$ cat src/rtl/mem_arbiter_pkg.sv
// mem_arbiter_pkg: shared types and helpers for the memory-port arbiter.
// Holds the command-sequencing state enum and the requester-id width helper.
package mem_arbiter_pkg;

  // Command sequencing: accept in IDLE, drive the memory in ISSUE,
  // return read data in RESP.
  typedef enum logic [1:0] {
    IDLE  = 2'd0,
    ISSUE = 2'd1,
    RESP  = 2'd2
  } state_e;

  // Width of a requester index; never narrower than one bit.
  function automatic int id_w(input int n);
    return (n <= 2) ? 1 : $clog2(n);
  endfunction

endpackage

$ cat src/rtl/mem_arbiter_rr_pick.sv
// rr_pick: combinational arbitration among the request vector.
// Default build: round-robin, search starts just above last_i and wraps.
// Macro MEM_ARBITER_FIXED_PRIO_EN: fixed priority, lowest index wins,
// last_i is ignored.
module rr_pick
  import mem_arbiter_pkg::*;
#(
  parameter int NUM_REQ = 4
) (
  input  logic [NUM_REQ-1:0]          req_i,
  input  logic [id_w(NUM_REQ)-1:0]    last_i,
  output logic [NUM_REQ-1:0]          gnt_o,
  output logic [id_w(NUM_REQ)-1:0]    idx_o
);

  localparam int IDW = id_w(NUM_REQ);

`ifdef MEM_ARBITER_FIXED_PRIO_EN
  logic unused_last;
  assign unused_last = ^last_i;

  // Lowest set request index wins.
  always_comb begin
    logic found;
    gnt_o = '0;
    idx_o = '0;
    found = 1'b0;
    for (int i = 0; i < NUM_REQ; i++) begin
      if (!found && req_i[i]) begin
        gnt_o[i] = 1'b1;
        idx_o    = IDW'(i);
        found    = 1'b1;
      end
    end
  end
`else
  // Two passes: first requests strictly above last_i, then wrap to the
  // lowest request overall. The first hit is the round-robin winner.
  always_comb begin
    logic found;
    gnt_o = '0;
    idx_o = '0;
    found = 1'b0;
    for (int i = 0; i < NUM_REQ; i++) begin
      if (!found && req_i[i] && (i > int'(last_i))) begin
        gnt_o[i] = 1'b1;
        idx_o    = IDW'(i);
        found    = 1'b1;
      end
    end
    for (int i = 0; i < NUM_REQ; i++) begin
      if (!found && req_i[i]) begin
        gnt_o[i] = 1'b1;
        idx_o    = IDW'(i);
        found    = 1'b1;
      end
    end
  end
`endif

endmodule

$ cat src/rtl/mem_arbiter.sv
// mem_arbiter: arbitrates NUM_REQ requesters onto one memory port.
// One command is accepted at a time (valid/ready), issued to the memory for
// a single cycle, and reads return data one cycle later as a one-hot pulse.
// Optional macro MEM_ARBITER_FIXED_PRIO_EN selects fixed-priority arbitration
// (lowest index wins) instead of the default round-robin.
module mem_arbiter
  import mem_arbiter_pkg::*;
#(
  parameter int NUM_REQ    = 4,
  parameter int ADDR_WIDTH = 16,
  parameter int DATA_WIDTH = 8
) (
  input  logic                          clk,
  input  logic                          rst,
  input  logic [NUM_REQ-1:0]            req_valid,
  output logic [NUM_REQ-1:0]            req_ready,
  input  logic [NUM_REQ-1:0]            req_we,
  input  logic [NUM_REQ*ADDR_WIDTH-1:0] req_addr,
  input  logic [NUM_REQ*DATA_WIDTH-1:0] req_wdata,
  output logic [NUM_REQ-1:0]            rsp_valid,
  output logic [DATA_WIDTH-1:0]         rsp_data,
  output logic [id_w(NUM_REQ)-1:0]      grant_id,
  output logic                          mem_we,
  output logic [ADDR_WIDTH-1:0]         mem_addr,
  output logic [DATA_WIDTH-1:0]         mem_din,
  input  logic [DATA_WIDTH-1:0]         mem_dout
);

  localparam int IDW = id_w(NUM_REQ);

  state_e                  state_q, state_d;
  logic [IDW-1:0]          last_q;
  logic [IDW-1:0]          id_q;
  logic                    we_q;
  logic [ADDR_WIDTH-1:0]   addr_q;
  logic [DATA_WIDTH-1:0]   wdata_q;

  logic [NUM_REQ-1:0]      pick_gnt;
  logic [IDW-1:0]          pick_idx;
  logic                    handshake;

  rr_pick #(
    .NUM_REQ (NUM_REQ)
  ) u_pick (
    .req_i  (req_valid),
    .last_i (last_q),
    .gnt_o  (pick_gnt),
    .idx_o  (pick_idx)
  );

  // The winner is a subset of req_valid, so any valid in IDLE is accepted.
  assign handshake = (state_q == IDLE) && (|(req_valid & pick_gnt));

  // Next-state and ready: ready is offered only in IDLE, to the winner.
  always_comb begin
    state_d   = state_q;
    req_ready = '0;
    unique case (state_q)
      IDLE: begin
        req_ready = pick_gnt;
        if (handshake) state_d = ISSUE;
      end
      ISSUE: begin
        state_d = we_q ? IDLE : RESP;
      end
      RESP: begin
        state_d = IDLE;
      end
      default: begin
        state_d = IDLE;
      end
    endcase
  end

  // State register; reset drops any in-flight response.
  always_ff @(posedge clk or posedge rst) begin
    if (rst) state_q <= IDLE;
    else     state_q <= state_d;
  end

  // Arbitration history: start so that requester 0 wins first after reset.
  always_ff @(posedge clk or posedge rst) begin
    if (rst)            last_q <= IDW'(NUM_REQ - 1);
    else if (handshake) last_q <= pick_idx;
  end

  // Command register, captured on the accepting edge; it also holds the
  // memory address/data lines steady between commands.
  always_ff @(posedge clk or posedge rst) begin
    if (rst) begin
      id_q    <= '0;
      we_q    <= 1'b0;
      addr_q  <= '0;
      wdata_q <= '0;
    end else if (handshake) begin
      id_q    <= pick_idx;
      we_q    <= req_we[pick_idx];
      addr_q  <= req_addr[pick_idx*ADDR_WIDTH +: ADDR_WIDTH];
      wdata_q <= req_wdata[pick_idx*DATA_WIDTH +: DATA_WIDTH];
    end
  end

  // Memory port and response outputs, decoded from registered state only
  // (rsp_data passes mem_dout straight through while in RESP).
  always_comb begin
    mem_we    = (state_q == ISSUE) && we_q;
    mem_addr  = addr_q;
    mem_din   = wdata_q;
    grant_id  = id_q;
    rsp_valid = '0;
    rsp_data  = '0;
    if (state_q == RESP) begin
      rsp_valid = NUM_REQ'(1) << id_q;
      rsp_data  = mem_dout;
    end
  end

endmodule

$ cat config.mk
export PLATFORM = sky130hd
export DESIGN_NAME = mem_arbiter
export DESIGN_NICKNAME = d
export VERILOG_FILES = /design/src/rtl/mem_arbiter_pkg.sv /design/src/rtl/mem_arbiter_rr_pick.sv /design/src/rtl/mem_arbiter.sv
export SDC_FILE = /design/constraint.sdc
export NUM_CORES = 1
export LEC_CHECK = 0
export CORE_ASPECT_RATIO = 0.75
export CORE_MARGIN = 2
export CORE_UTILIZATION = 34
export CTS_BUF_LIST = sky130_fd_sc_hd__clkbuf_8
export DETAILED_ROUTE_END_ITERATION = 10
export GPL_TIMING_DRIVEN = 0
export PLACE_DENSITY = 0.79
export SLEW_MARGIN = 20
export SYNTH_ARGS = -nofsm -noshare
export SYNTH_HDL_FRONTEND = slang
export SYNTH_SLANG_ARGS = --single-unit
$ cat constraint.sdc
create_clock -name clk -period 1.76 [get_ports clk]
set_input_delay 0.44 -clock clk [delete_from_list [all_inputs] [get_ports clk]]
set_output_delay 0.44 -clock clk [all_outputs]
set_load 0.02 [all_outputs]
### Word level (Yosys, flattened, before mapping)

Cells that the tools add are included.
W data, S select, Z words.

* register bits: 31
* input port bits: 114
* output and inout bits: 43
* word-level logic and storage cells: 63

* reduce and logical (&&, ||, !) cells: 19
* bitwise logic cells: 1
* shift operators: 3
* order comparisons: 4
* eq/ne operators: 3
* muxes and demuxes: 27

Operators by type and width (number)
* $shiftx A64 B7 Y16: 1
* $shiftx A32 B6 Y8: 1
* $mux W2: 8
* $mux W1: 14
* $logic_and A1 B1 Y1: 11
* $mux W4: 2
* $mux W8: 1
* $logic_not A1 Y1: 6
* $and A4 B4 Y4: 1
* $gt A2 B2 Y1 const A: 2
* $pmux W2 S2: 1
* $reduce_or A4 Y1: 1
* $shl A1 B2 Y4 const A: 1
* $lt A2 B3 Y1 const B: 1
* $bmux W1 S2: 1
* $eq A2 B1 Y1 const B: 1
* $eq A2 B2 Y1 const B: 1
* $gt A1 B2 Y1 const A: 1
* $logic_not A2 Y1: 1
* $ne A2 B2 Y1 const B: 1

### Depth between registers and ports, before layout

Gate-level depths: netlist of run 1.

* depth after elaboration: 28
* gate-level depth with buffers: 8
* gate-level depth less buffers: 6

### Hierarchy

From an unflattened synthesis of run 1, not the netlist that was laid out.

* cell total of the unflattened synthesis: 153
* area, all modules: 2215.9 um^2

By module, submodules not included
* mem_arbiter: sequential area each 778.2 um^2, area an instance 2001.9 um^2, cells each 120, instances 1
* rr_pick: sequential area each 0.0 um^2, area an instance 214.0 um^2, cells each 33, instances 1

### Worst setup path before layout of run 1

OpenSTA, ideal clock, no wires.

* path type: register to register
* from: reg last_q[1]
* to: reg addr_q[12], in the netlist mem_addr[12]
* cell stages (with the launch flop): 9
* library setup time: 0.127 ns
* clock period less this slack: 1.916 ns
* buffers on the path: 3
* arrival: 1.788 ns
* data required time: 1.633 ns
* slack: -0.156 ns
* cell sequence: dfstp_2 buf_6 mux2i_4 o22ai_4 or2_1 buf_4 buf_6 a211oi_2 a211oi_2

* cells in the longest elaborated chain, start to end: 26
* elaborated cells on any way between the ends: 41
* classes of those cells: order compare: 3; shift: 1; mux: 19; bitwise: 1; reduce/logical: 17

Ends and longest elaborated chain
* start: declaration: RTL line mem_arbiter.sv:32 `logic [IDW-1:0] last_q;`
* start signal: assignment: RTL line mem_arbiter.sv:83 `if (rst) last_q <= IDW'(NUM_REQ - 1);`
* start signal: assignment: RTL line mem_arbiter.sv:84 `else if (handshake) last_q <= pick_idx;`
* branches (longest 26 deep; another with $gt A1 B2 Y1)
* end signal: assignment: RTL line mem_arbiter.sv:98 `addr_q <= req_addr[pick_idx*ADDR_WIDTH +: ADDR_WIDTH];`
* end: declaration: RTL line mem_arbiter.sv:35 `logic [ADDR_WIDTH-1:0] addr_q;`

Several ways; the timed one is not identified.
A chain may end at the register's enable or synchronous reset.

### Worst setup path after layout of run 1

* from: reg last_q[1]
* to: out req_ready[3]

* cells in the longest elaborated chain, start to end: 24
* elaborated cells on any way between the ends: 27
* classes of those cells: order compare: 3; mux: 9; reduce/logical: 15

Ends and longest elaborated chain
* $gt A1 B2 Y1: RTL line mem_arbiter_rr_pick.sv:45 `if (!found && req_i[i] && (i > int'(last_i))) begin`
* $logic_and A1 B1 Y1: RTL line mem_arbiter_rr_pick.sv:45
* $mux W1: RTL line mem_arbiter_rr_pick.sv:45
* $logic_not A1 Y1: RTL line mem_arbiter_rr_pick.sv:45
* $logic_and A1 B1 Y1 (2 in series): RTL line mem_arbiter_rr_pick.sv:45
* $mux W1: RTL line mem_arbiter_rr_pick.sv:45
* $logic_not A1 Y1: RTL line mem_arbiter_rr_pick.sv:45
* $logic_and A1 B1 Y1 (2 in series): RTL line mem_arbiter_rr_pick.sv:45
* [6 not listed]
* $mux W1: RTL line mem_arbiter_rr_pick.sv:52 `if (!found && req_i[i]) begin`
* $logic_not A1 Y1: RTL line mem_arbiter_rr_pick.sv:52
* $logic_and A1 B1 Y1: RTL line mem_arbiter_rr_pick.sv:52
* $mux W1: RTL line mem_arbiter_rr_pick.sv:52
* $logic_not A1 Y1: RTL line mem_arbiter_rr_pick.sv:52
* $logic_and A1 B1 Y1: RTL line mem_arbiter_rr_pick.sv:52
* $mux W1 *: RTL line mem_arbiter_rr_pick.sv:52
* $mux W4 *: RTL line mem_arbiter.sv:58 `unique case (state_q)`
* end: declaration: RTL line mem_arbiter.sv:16 `output logic [NUM_REQ-1:0] req_ready,`

Every way passes the cells marked *; elsewhere a longest branch is shown, timed or not.

==> metrics.yaml, run 1 <==
hp-class: "flip-flop to flip-flop"
port_buffers: 155
postPlaceCellArea_um2: 4125
drive_gt1_frac: 0.3387
powerDensity_nw_per_um2: 1532
crit_required_ns: 1.32
layout_setup_ws_ns: -0.2513
h-tree-depth: 2
period_minus_slack_ns: 2.011
fillers: 568
synth_area_leaders: "dfrtp_1 30%, a211oi_2 21%, nor3b_1 8.0%, o22ai_1 6.7%, nor2_1 6.0%"
start_util: 0.3555
cts_hold_buf: 0
rr_endpoint: "mem_addr[6]$_DFFE_PP0P_"
post-route-util: 0.6744
dr_total_vias: 2739
cts_made_buffers: 5
slew_viol_final: 0
drc: 0
status: "finished, violations left"
syn_avg_cell_area_um2: 9.759
r2r_cells: 8
start_kind: "flip-flop"
cts_tree: "yes"
synthesis.area_um2: 2440
syn_to_final_growth_pct: 89.74
fmax_mhz: 497.2
tightest_slew_ns: 0.6836
dp_hpwl_um: 6599
leakage_uw: 0.001742
stdcell_area_um2: 4629
nets: 544
yosysTopAreaCellShare: 0.2974
hold_viol: 0
io_pins: 157
first_iter_violations: 69
clock_sinks: 31
synth_fp_nets: 364
grt_antenna_before_repair: 0
grt_pass1_vias: 2765
holdPathStages: 1
rsz0062_at_grt: "true"
antenna_cells: 0
synth_seq_area_share: 0.3190
r2r_setup_slack_ns: -0.24
holdCritStartpoint: "state_q[1]$_DFFE_PP0P_"
violations: "negative setup slack"
cp_max_fo: 8
cts_root_buffer: "clkbuf_8"
finalCritPeriodShare: 1.143
grt_pass1_wl_um: 14020
clk_latency_ns: 0.28
core_area_um2: 6864
skew_ns: 0.005976
wl_per_cell_um: 17.56
path_class: "flip-flop to output pin"
path_clk_slew_ns: 0.06
dr.pass1.iters: 4
syn_inst: 250
arrival_ns: 1.57
synth_top_area_cell: "dfrtp_1"
fp-row-count: 26
dieArea_um2: 7876
grt_usage: 0.2267
r2r-start: "last_q[1]$_DFFE_PP1P_"
vdd_drop_max_v: 0.0006841
hold_path_end: "state_q[1]$_DFFE_PP0P_"
via_per_inst: 5.178
setup_viol: 29
setup.worst_path.end_class: "output pin"
synth_seq_cells: 31
grt_start_max_net_pins: 32
fp.dieH_um: 77.36
ant_nets: 0
yosysWarningCount: 0
postRouteWirelength_um: 9288
clk_path_buf_depth: 2
relSlewSlack: 0.5436
ys_types: 37
maxCapViolCount: 0
globalRoute.totalOverflow: 0
place_congestion: 0.8083
die_w_um: 101.8
-- critical path, stage by stage, from the launching register on --
cell and delay (ns):
dfstp_2 0.53, buf_6 0.14, inv_4 0.07, a21oi_2 0.13, o22ai_1 0.08, and3_1 0.19
buf_4 0.15
-- sequential cells by signal, summed over array words and instances (netlist names) --
name,count
last_q,2
state_q,2
mem_din,8
grant_id,2
mem_addr,16
we_q,1
-- cell usage after synthesis --
cell	instances
a211oi_2	40
nand2_1	6
nor3b_1	26
o2111ai_1	1
o22ai_4	1
dfstp_2	2
and2_1	10
inv_2	2
o211ai_1	3
nand3b_1	1
a211oi_1	8
dfrtp_1	29
nor2_1	39
buf_2	8
inv_1	1
o221ai_1	1
or2_1	2
a21bo_2	1
nand2b_1	2
and3b_1	1
buf_6	10
a21oi_1	5
mux2i_1	1
mux2i_4	1
o22ai_1	26
nor2_4	1
clkbuf_1	8
o31ai_4	1
a21oi_4	1
or2_4	1
o2111a_1	1
buf_4	1
nor2b_1	2
o21ai_0	2
a311oi_4	1
and3_1	3
o21ai_1	1
-- per-stage QoR --
stage	instances	setup WS, ns	TNS (ns)	power (µW)	hold WS (ns)
floorplan	250	-0.1007	-2.020	4118	0.4232
global placement	503	-0.8671	-33.47	5680	0.4528
detailed placement	503	-0.8724	-28.03	5747	0.4652
CTS	528	-0.2463	-5.617	6842	0.5020
global route	529	-0.3104	-8.168	7493	0.5176
finish	529	-0.2513	-5.936	7092	0.5007
-- timing repair --
item / CTS / global route
pin swaps: 13 / 15
gates cloned: 2 / 1
gates resized for setup: 118 / 37
setup buffers: 15 / 1
setup endpoints to repair: 49 / 44
-- how the worst max path moves through the flow --
| stage | slack [ns] | end | startpoint | cells past startpoint |
|---|---|---|---|---|
| 5_1_grt | -0.31 | mem_addr[3]$_DFFE_PP0P_ | last_q[1]$_DFFE_PP1P_ | 8 |
| 6_report | -0.25 | req_ready[3] | last_q[1]$_DFFE_PP1P_ | 6 |
| 4_1_cts | -0.25 | req_ready[3] | last_q[1]$_DFFE_PP1P_ | 6 |
| 3_3_place_gp | -0.87 | mem_din[2]$_DFFE_PP0P_ | req_valid[1] | 7 |
| 3_5_place_dp | -0.87 | mem_addr[0]$_DFFE_PP0P_ | req_valid[1] | 7 |
| 2_1_floorplan | -0.10 | mem_addr[12]$_DFFE_PP0P_ | last_q[1]$_DFFE_PP1P_ | 8 |
-- where the power goes --
part,internal [µW],switching (µW),total (µW)
Sequential,1110,250,1360
Clock,351,267,618
Combinational,2430,2680,5120
-- final cells by class --
class	count	area, µm²	area share
Timing Repair Buffer	174	1685	0.3641
Tap cell	98	122.6	0.02649
Sequential cell	31	779.5	0.1684
Clock buffer	7	96.34	0.02081
Inverter	3	13.76	0.002973
Clock inverter	1	3.754	0.0008108
Buffer	26	259.0	0.05595
Multi-Input combinational cell	189	1669	0.3605
-- placed cells by master, fill, tap and decap left out, types with 3 or more instances in the layout --
master	n
buf_2	8
nand2_1	5
nor2_1	38
a211oi_2	33
buf_6	12
o22ai_1	26
a21oi_1	4
nor3b_2	11
nor3b_1	15
clkdlybuf4s50_1	132
buf_4	25
dlygate4sd2_1	4
buf_12	5
a211oi_1	3
clkbuf_8	7
dfrtp_1	28
a211oi_4	12
and2_1	9
clkbuf_2	5
o211ai_1	3
and3_1	3
-- per-layer routing --
metal | global-route usage | vias up | part of all wire
met5 | 0 | - | 0
li1 | - | 1291 | -
met4 | 0.05200 | 0 | 0.011
met2 | 0.3789 | 142 | 0.46
met1 | 0.2850 | 1294 | 0.42
met3 | 0.07297 | 12 | 0.11
-- cells by family (layout without fill, tap and decap cells) --
group,Yosys count,count (layout),synth area share
simple gates,94,94,0.2128
compound gates,93,93,0.3723
mux,2,2,0.01333
buf+inv,30,211,0.08257
flops,31,31,0.3190
(Power assumes the default switching activity.)
==> run 2: changes to the inputs <==
SKIP_CTS_REPAIR_TIMING = 1   (was not set)
==> metrics.yaml, run 2 (synthesized netlist as in run 1, its figures left out) <==
dr_total_vias: 2751
skew_ns: 0.008153
largest_reg_flops: 16
nets: 546
rsz0062_at_grt: "true"
setup.worst_path.end_class: "flip-flop"
hold_viol: 0
first_iter_violations: 55
power_switching_uw: 3214
core_area_um2: 6864
cts_made_buffers: 5
clock_sinks: 31
maxCapViolCount: 0
grt_antenna_before_repair: 0
grt_pass1_vias: 2596
clk_path_buf_depth: 2
grt_start_max_net_pins: 32
via_per_inst: 5.181
violations: "negative setup slack"
setup_viol: 29
crit_required_ns: 1.91
hp-class: "flip-flop to flip-flop"
dpl_worst_slack_ns: -0.8724
mostFrequentLayoutCell: "clkdlybuf4s50_1"
r2r_cells: 8
slew_viol_final: 0
dr.pass1.iters: 4
io_pins: 157
drive_gt1_frac: 0.3395
leakage_uw: 0.001834
cts_root_buffer: "clkbuf_8"
stdcell_area_um2: 4702
cp_max_fo: 6
antenna_cells: 0
relSlewSlack: 0.5392
period_minus_slack_ns: 2.005
grt_pass1_wl_um: 13120
p_int_uw: 3984
tightest_slew_ns: 0.6902
swShare: 0.4465
clk_latency_ns: 0.28
status: "finished, violations left"
path_class: "flip-flop to flip-flop"
fmax_mhz: 498.7
holdPathStages: 1
dieArea_um2: 7876
fin_tns_setup_ns: -5.705
final_cell_mix: "132 x clkdlybuf4s50_1, 36 x nor2_1, 29 x buf_4, 29 x a211oi_2, 28 x dfrtp_1"
p_clk_frac: 0.085
port_buffers: 155
start_kind: "flip-flop"
arrival_ns: 2.16
powerDensity_nw_per_um2: 1531
syn_to_final_growth_pct: 92.72
h-tree-depth: 2
postRouteWirelength_um: 9423
wl_per_cell_um: 17.75
p_seq_frac: 0.189
die_w_um: 101.8
postPlaceCellArea_um2: 4125
place_congestion: 0.8083
grt_usage: 0.2139
layout_setup_ws_ns: -0.2453
fillers: 565
start_util: 0.3555
finalCritPeriodShare: 1.139
cts_tree: "yes"
fin_hold_ws_ns: 0.5093
path_clk_slew_ns: 0.06
comb_power_share: 0.726
post-route-util: 0.6850
fp-row-count: 26
dp_hpwl_um: 6599
fp.dieH_um: 77.36
ant_nets: 0
drc: 0
vdd_drop_max_v: 0.0007203
globalRoute.totalOverflow: 0
-- run 2: cell count changes in the layout (fill, tap and decap cells not counted), moves of 3 or more --
cell,previous run,this run
a211oi_2,33,29
dlymetal6s2s_1,1,8
dlygate4sd2_1,4,0
nor3b_1,15,11
a211oi_1,3,8
buf_2,8,5
buf_4,25,29
nor3b_4,0,3
-- run 2: layout make-up --
cell class	count	area, µm²	share of cell area
tap	98	122.6	0.02608
clock buffer	7	96.34	0.02049
clock inverter	1	3.754	0.0007983
buffer	26	277.8	0.05907
inverter	3	13.76	0.002927
timing repair buffer	176	1727	0.3672
sequential	31	779.5	0.1658
multi-input combinational	189	1682	0.3576
-- run 2: through the flow --
stage,total power [µW],instances
after floorplan,4118,250
after global placement,5680,503
after detailed placement,5747,503
after CTS,6388,511
after global routing,7602,531
final,7198,531
-- run 2: final timing paths --
| kind | start | endpoint | slack, ns |
|---|---|---|---|
| setup / recovery | last_q[1]$_DFFE_PP1P_ | mem_addr[14]$_DFFE_PP0P_ | -0.25 |
| hold / removal | state_q[1]$_DFFE_PP0P_ | state_q[1]$_DFFE_PP0P_ | 0.51 |
| setup reg to reg | last_q[1]$_DFFE_PP1P_ | mem_addr[14]$_DFFE_PP0P_ | -0.25 |
| hold reg to reg | state_q[1]$_DFFE_PP0P_ | state_q[1]$_DFFE_PP0P_ | 0.51 |
| max in group asynchronous | rst | state_q[0]$_DFFE_PP0P_ | 0.68 |
| min in group asynchronous | rst | mem_addr[15]$_DFFE_PP0P_ | 0.59 |
-- run 2: layer usage --
layer | part of all wire | global-route usage
met1 | 0.41 | 0.2668
met2 | 0.48 | 0.3546
met5 | 0 | 0
met4 | 0.0092 | 0.05467
met3 | 0.10 | 0.07207
-- run 2: power groups by stage --
stage	Sequential [µW]	Clock [µW]	Combinational, µW
after global routing	1410	660	5530
after CTS	1340	629	4420
after global placement	1330	0	4360
after detailed placement	1340	0	4400
final	1360	614	5220
after floorplan	1670	0	2450
-- run 2: worst max-delay path, stage by stage (launching register included) --
cell      delay [ns]
dfstp_2         0.55
buf_8           0.13
mux2i_4         0.23
o22ai_4         0.11
buf_4           0.15
nor2_4          0.15
buf_4           0.18
mux2i_2         0.24
o211ai_1        0.12
==> run 3: changes to the inputs <==
CORE_UTILIZATION = 38   (was 34)
PLACE_DENSITY = 0.84   (was 0.79)
clock period = 2.1 ns   (was 1.76 ns; I/O delays follow)
==> metrics.yaml, run 3 (synthesized netlist as in run 1, its figures left out) <==
grt_pass1_wl_um: 12460
ant_nets: 0
crit_required_ns: 1.57
grt_pass1_vias: 2576
via_per_inst: 5.359
h-tree-depth: 2
cp_slowest_cell: "dfstp_2"
total_power_uw: 5454
hp-class: "flip-flop to flip-flop"
setup.worst_path.end_class: "output pin"
antenna_cells: 0
arrival_ns: 1.57
multi_input_area_um2: 1554
hold_viol: 0
swShare: 0.4594
drive_gt1_frac: 0.2577
status: "completed"
postRouteWirelength_um: 8897
syn_to_final_growth_pct: 81.13
die_w_um: 96.53
slew_viol_final: 0
seq_area_um2: 778.2
postPlaceCellArea_um2: 4093
nets: 538
grt_start_max_net_pins: 32
period_minus_slack_ns: 2.091
drc: 0
dr_total_vias: 2701
dr.pass1.iters: 4
globalRoute.totalOverflow: 0
cts_made_buffers: 5
critPathBufInv: 2
tightest_slew_ns: 0.6800
wl_per_cell_um: 17.65
dp_hpwl_um: 6500
vdd_drop_max_v: 0.0006942
relSlewSlack: 0.5460
mostFrequentLayoutCell: "clkdlybuf4s50_1"
path_clk_slew_ns: 0.07
clock_sinks: 31
cp_max_fo: 8
port_buffers: 155
path_delay_family: "flip-flops"
finalCritPeriodShare: 0.9959
start_util: 0.3900
largest_reg_flops: 16
path_cells: "buf_8, and2_1, nor2_1, o2111a_1, buf_4"
clk_latency_ns: 0.28
path_class: "flip-flop to output pin"
start_kind: "flip-flop"
dieArea_um2: 7084
slowest_delay_ns: 0.54
powerDensity_nw_per_um2: 1234
cts_tree: "yes"
stdcell_area_um2: 4419
first_iter_violations: 83
fp.dieH_um: 73.40
p_seq_frac: 0.207
maxCapViolCount: 0
leakage_uw: 0.001860
fin_hold_ws_ns: 0.4685
p_int_uw: 2948
power_switching_uw: 2506
fillers: 480
final_cell_mix: "136 x clkdlybuf4s50_1, 36 x nor2_1, 35 x a211oi_2"
comb_power_share: 0.714
grt_usage: 0.2304
fp-row-count: 25
place_congestion: 0.9050
clk_path_buf_depth: 2
setup_viol: 0
skew_ns: 0.007542
rsz0062_at_grt: "true"
p_clk_frac: 0.079
core_area_um2: 6256
fmax_mhz: 478.2
io_pins: 157
cts_root_buffer: "clkbuf_8"
grt_antenna_before_repair: 0
-- run 3: area by class of cell --
class	instances	share of cell area
timing repair buffer	167	0.3783
multi-input combinational	189	0.3516
sequential	31	0.1761
buffer	27	0.05096
tap	81	0.02293
clock buffer	5	0.01557
inverter	3	0.003681
clock inverter	1	0.0008494
-- run 3: power by group through the flow --
stage | Clock, µW | Combinational, µW | Sequential, µW
finish | 429 | 3890 | 1130
detailed placement | 0 | 3640 | 1130
global route | 469 | 4140 | 1170
global placement | 0 | 3570 | 1110
floorplan | 0 | 2030 | 1400
CTS | 436 | 3650 | 1120
-- run 3: final timing paths --
kind                                       startpoint                       end  slack [ns]  cells after the start
worst max-delay path            last_q[1]$_DFFE_PP1P_              req_ready[2]       0.009                      5
worst min-delay path                 we_q$_DFFE_PP0P_    state_q[1]$_DFFE_PP0P_        0.47                      1
worst max register to register  last_q[1]$_DFFE_PP1P_    mem_din[6]$_DFFE_PP0P_        0.06                      8
worst min register to register       we_q$_DFFE_PP0P_    state_q[1]$_DFFE_PP0P_        0.47                      1
max in group asynchronous                         rst  mem_addr[11]$_DFFE_PP0P_        0.98                      2
min in group asynchronous                         rst   mem_addr[2]$_DFFE_PP0P_        0.67                      2
-- run 3: stage by stage --
step                cells  TNS, ns    util  worst slack [ns]
floorplan             250        0       -            0.1843
global placement      486   -15.47  0.6542           -0.6631
detailed placement    486   -16.81  0.6542           -0.6740
CTS                   492   -12.72  0.6658           -0.6784
global route          504  -0.2650  0.7064          -0.05409
finish                504        0  0.7064          0.008701
-- run 3: routing by layer --
layer / vias up / GRT usage / wire length [µm]
met5: - / 0 / 0
met4: 0 / 0.05790 / 150
met3: 17 / 0.06564 / 742
met2: 118 / 0.4059 / 4337
met1: 1276 / 0.2777 / 3667
li1: 1290 / - / -
==> RTL edit: new RTL, config.mk and constraints of run 2 <==
The 3 states of `state_e` get a one-hot encoding in 3 bits.
--- a/src/rtl/mem_arbiter_pkg.sv
+++ b/src/rtl/mem_arbiter_pkg.sv
@@ -5,8 +5,8 @@
   // Command sequencing: accept in IDLE, drive the memory in ISSUE,
   // return read data in RESP.
-  typedef enum logic [1:0] {
-    IDLE  = 2'd0,
-    ISSUE = 2'd1,
-    RESP  = 2'd2
+  typedef enum logic [2:0] {
+    IDLE  = 3'b001,
+    ISSUE = 3'b010,
+    RESP  = 3'b100
   } state_e;
 
Behaviour: same outputs for any inputs over 10 cycles, from zero or initial values and one cycle with rst high; not proved beyond that.
==> RTL edit against run 2 <==
The flow still finishes with violations (setup timing); final area is 1.6% lower; via count is 16% higher; sequential cell count is 1 higher; area after synthesis is 5.7% lower; routed wire length is 9.4% higher; setup slack better by 0.014 ns; highest routed layer unchanged; count of clock-buffer cells in the layout is 1 lower; sequential share of layout area is 0.85 points higher; critical path type is now reg2out; power is 4.2% lower; synthesized cell count is 12% higher; fmax is 0.71% higher; global-route usage is 2.5 points higher; worst hold slack better by 0.0099 ns.
==> RTL edit: results (changes against run 2) <==
Outcome
  – Status: finished with violations
  – Failing checks: setup timing

Logic synthesis
  – Ys Warns: 0 (unchanged)
  – Top post-synthesis cells by area: dfrtp_1 (32%), o221ai_1 (10%), a21o_1 (8.2%)
  – Commonest cells in the netlist: nor2_1 (38), dfrtp_1 (29), o221ai_1 (27)
  – Mapped Nets: 395 (+8.5%)
  – Adder-Cell Fraction of Synth Area: 0.489% (+0.49 points)
  – Sequential element share of the synthesized area: 35.0% (+3.1 points)
  – Xor/xnor share of the synthesized area: 0% (unchanged)
  – Post-synthesis mux area share: 0.435% (-0.90 points)
  – Compound-Gate Fraction of Synth Area: 37.4% (+0.18 points)
  – Distinct cells, synth: 38 (+2.7%)
  – Top FF cell, synth: dfrtp_1
  – FFs w/ async S/R, synth: 100% (unchanged)

Worst setup path
  – Crit Path Max Fanout: 7 (+1)
  – R2R depth: 9 (+1)
  – Worst r2r dst: mem_addr[13]
  – FF-to-FF Start: last_q[1]
  – CP arrival: 1.55 ns (-0.61 ns)
  – Destination of the critical timing path: req_ready[2]

STA
  – Setup TNS Final: -4.97 ns (+0.733 ns)
  – Setup violators final: 40 (+38%)
  – Clock Skew: 0.00184 ns (-0.00631 ns)
  – Least-Margin Pin Slew: 0.680 ns (-0.00974 ns)
  – Final WS setup: -0.231 ns (+0.0142 ns)

Clock tree
  – Clk_lat worst skew: 0.28 ns (about the same)
  – CTS Buf Count: 5 (unchanged)
  – Clk buf depth: 2 (unchanged)
  – Clk root buf: clkbuf_8
  – Clock Pin Slew Worst Setup and Hold Paths: 0.07 ns
  – Number of H-tree levels: 2 (unchanged)

Placement
  – Dpl ws: -0.899 ns (-0.0265 ns)
  – DP HPWL: 6750 um (+2.2%)
  – Routability Congestion: 0.814 (+0.74%)
  – # port buffers: 155 (unchanged)

GRT
  – Maximum number of pins on one net before global-route repair: 33 (+3.1%)
  – First-pass GRT wire length: 14,000 um (+7.0%)
  – Gr usage total: 23.9% (+2.5 points)
  – Vias in the first global route: 2,931 (+13%)
  – Initial antenna violation count: 0 (unchanged)

Detailed routing
  – Initial drt markers: 123 (+120%)
  – Vias after detailed routing: 3,190 (+16%)
  – Routed WL: 10,300 um (+9.4%)
  – First-pass detailed-route iteration total: 4 (unchanged)

Power and ir drop
  – Peak VDD IR: 649 uV (-9.9%)
  – Static leakage: 1.98 nW (+7.9%)

Cells and area
  – Share of layout cells above drive strength 1: 26.1% (-7.8 points)
  – Max FFs per register: 16 (unchanged)
  – Nets: 588 (+7.7%)
  – Antenna cells: 0 (unchanged)
  – Filler cells: 504 (-11%)

Run
  – Max-capacitance violation count: 0 (unchanged)

Worst hold path
  – Hold WC Path Type: reg2reg
[RTL edit: cell count changes in the layout (fill, tap and decap cells not counted), sizes merged, moves of 24 or more]
cell / before / now
a211oi: 48 / 0
o21ai: 3 / 29
o221ai: 1 / 27
a21o: 0 / 25
a31oi: 0 / 25
nand3: 0 / 25
o22ai: 27 / 2
nor3b: 26 / 2
[RTL edit: metrics by stage]
| step | util, % | area [um2] | std cells |
|---|---|---|---|
| finish | 72.1 | 4620 | 556 |
| detailed placement | 61.8 | 3960 | 517 |
| global route | 72.1 | 4620 | 556 |
| global placement | 61.8 | 3960 | 517 |
| floorplan | - | 2310 | 281 |
| CTS | 63.2 | 4050 | 525 |
[RTL edit: worst max-delay path, stage by stage (launching register included)]
cell      delay, ns
dfstp_2        0.57
buf_8          0.15
buf_6          0.11
a21oi_2        0.05
o221ai_2       0.17
nor2_1         0.07
buf_4          0.15
[RTL edit: layout make-up]
class                   count  share of cell area (%)
repair buffers            186                    40.2
well taps                  81                    2.19
clock buffers               6                    1.79
inverters                   5                   0.514
clock inverters             2                   0.162
flip-flops and latches     32                    17.4
multi-input cells         215                    32.0
plain buffers              29                    5.71
[RTL edit: logic make-up (layout without fill, tap and decap cells)]
| family | Yosys count | in the layout |
|---|---|---|
| buffers and inverters | 34 | 228 |
| multiplexers | 1 | 1 |
| adder cells (fa/ha/maj) | 1 | 1 |
| flip-flops | 32 | 32 |
| AND/OR/NAND/NOR | 90 | 90 |
| AO/OA/AOI/OAI | 123 | 123 |
[RTL edit: report_power, final]
group	switching, mW	internal (mW)
Combinational	2.48	2.39
Clock	0.276	0.307
Sequential	0.292	1.15
Total	3.05	3.85
[RTL edit: routing by layer]
metal	part of all wire, %	vias to the layer above	track usage [%]
li1	-	1457	-
met1	39	1500	28.3
met3	12	21	9.01
met5	0	-	0
met4	1.5	0	6.39
met2	47	212	41.7
[RTL edit: worst min path at each step]
stage	cells after the start	to	slack, ns	start
finish	1	state_q[2]	0.52	we_q
global route	1	state_q[2]	0.55	we_q
CTS	1	state_q[2]	0.51	we_q
detailed placement	1	state_q[2]	0.49	we_q
global placement	1	state_q[2]	0.48	state_q[2]
floorplan	1	state_q[2]	0.44	we_q
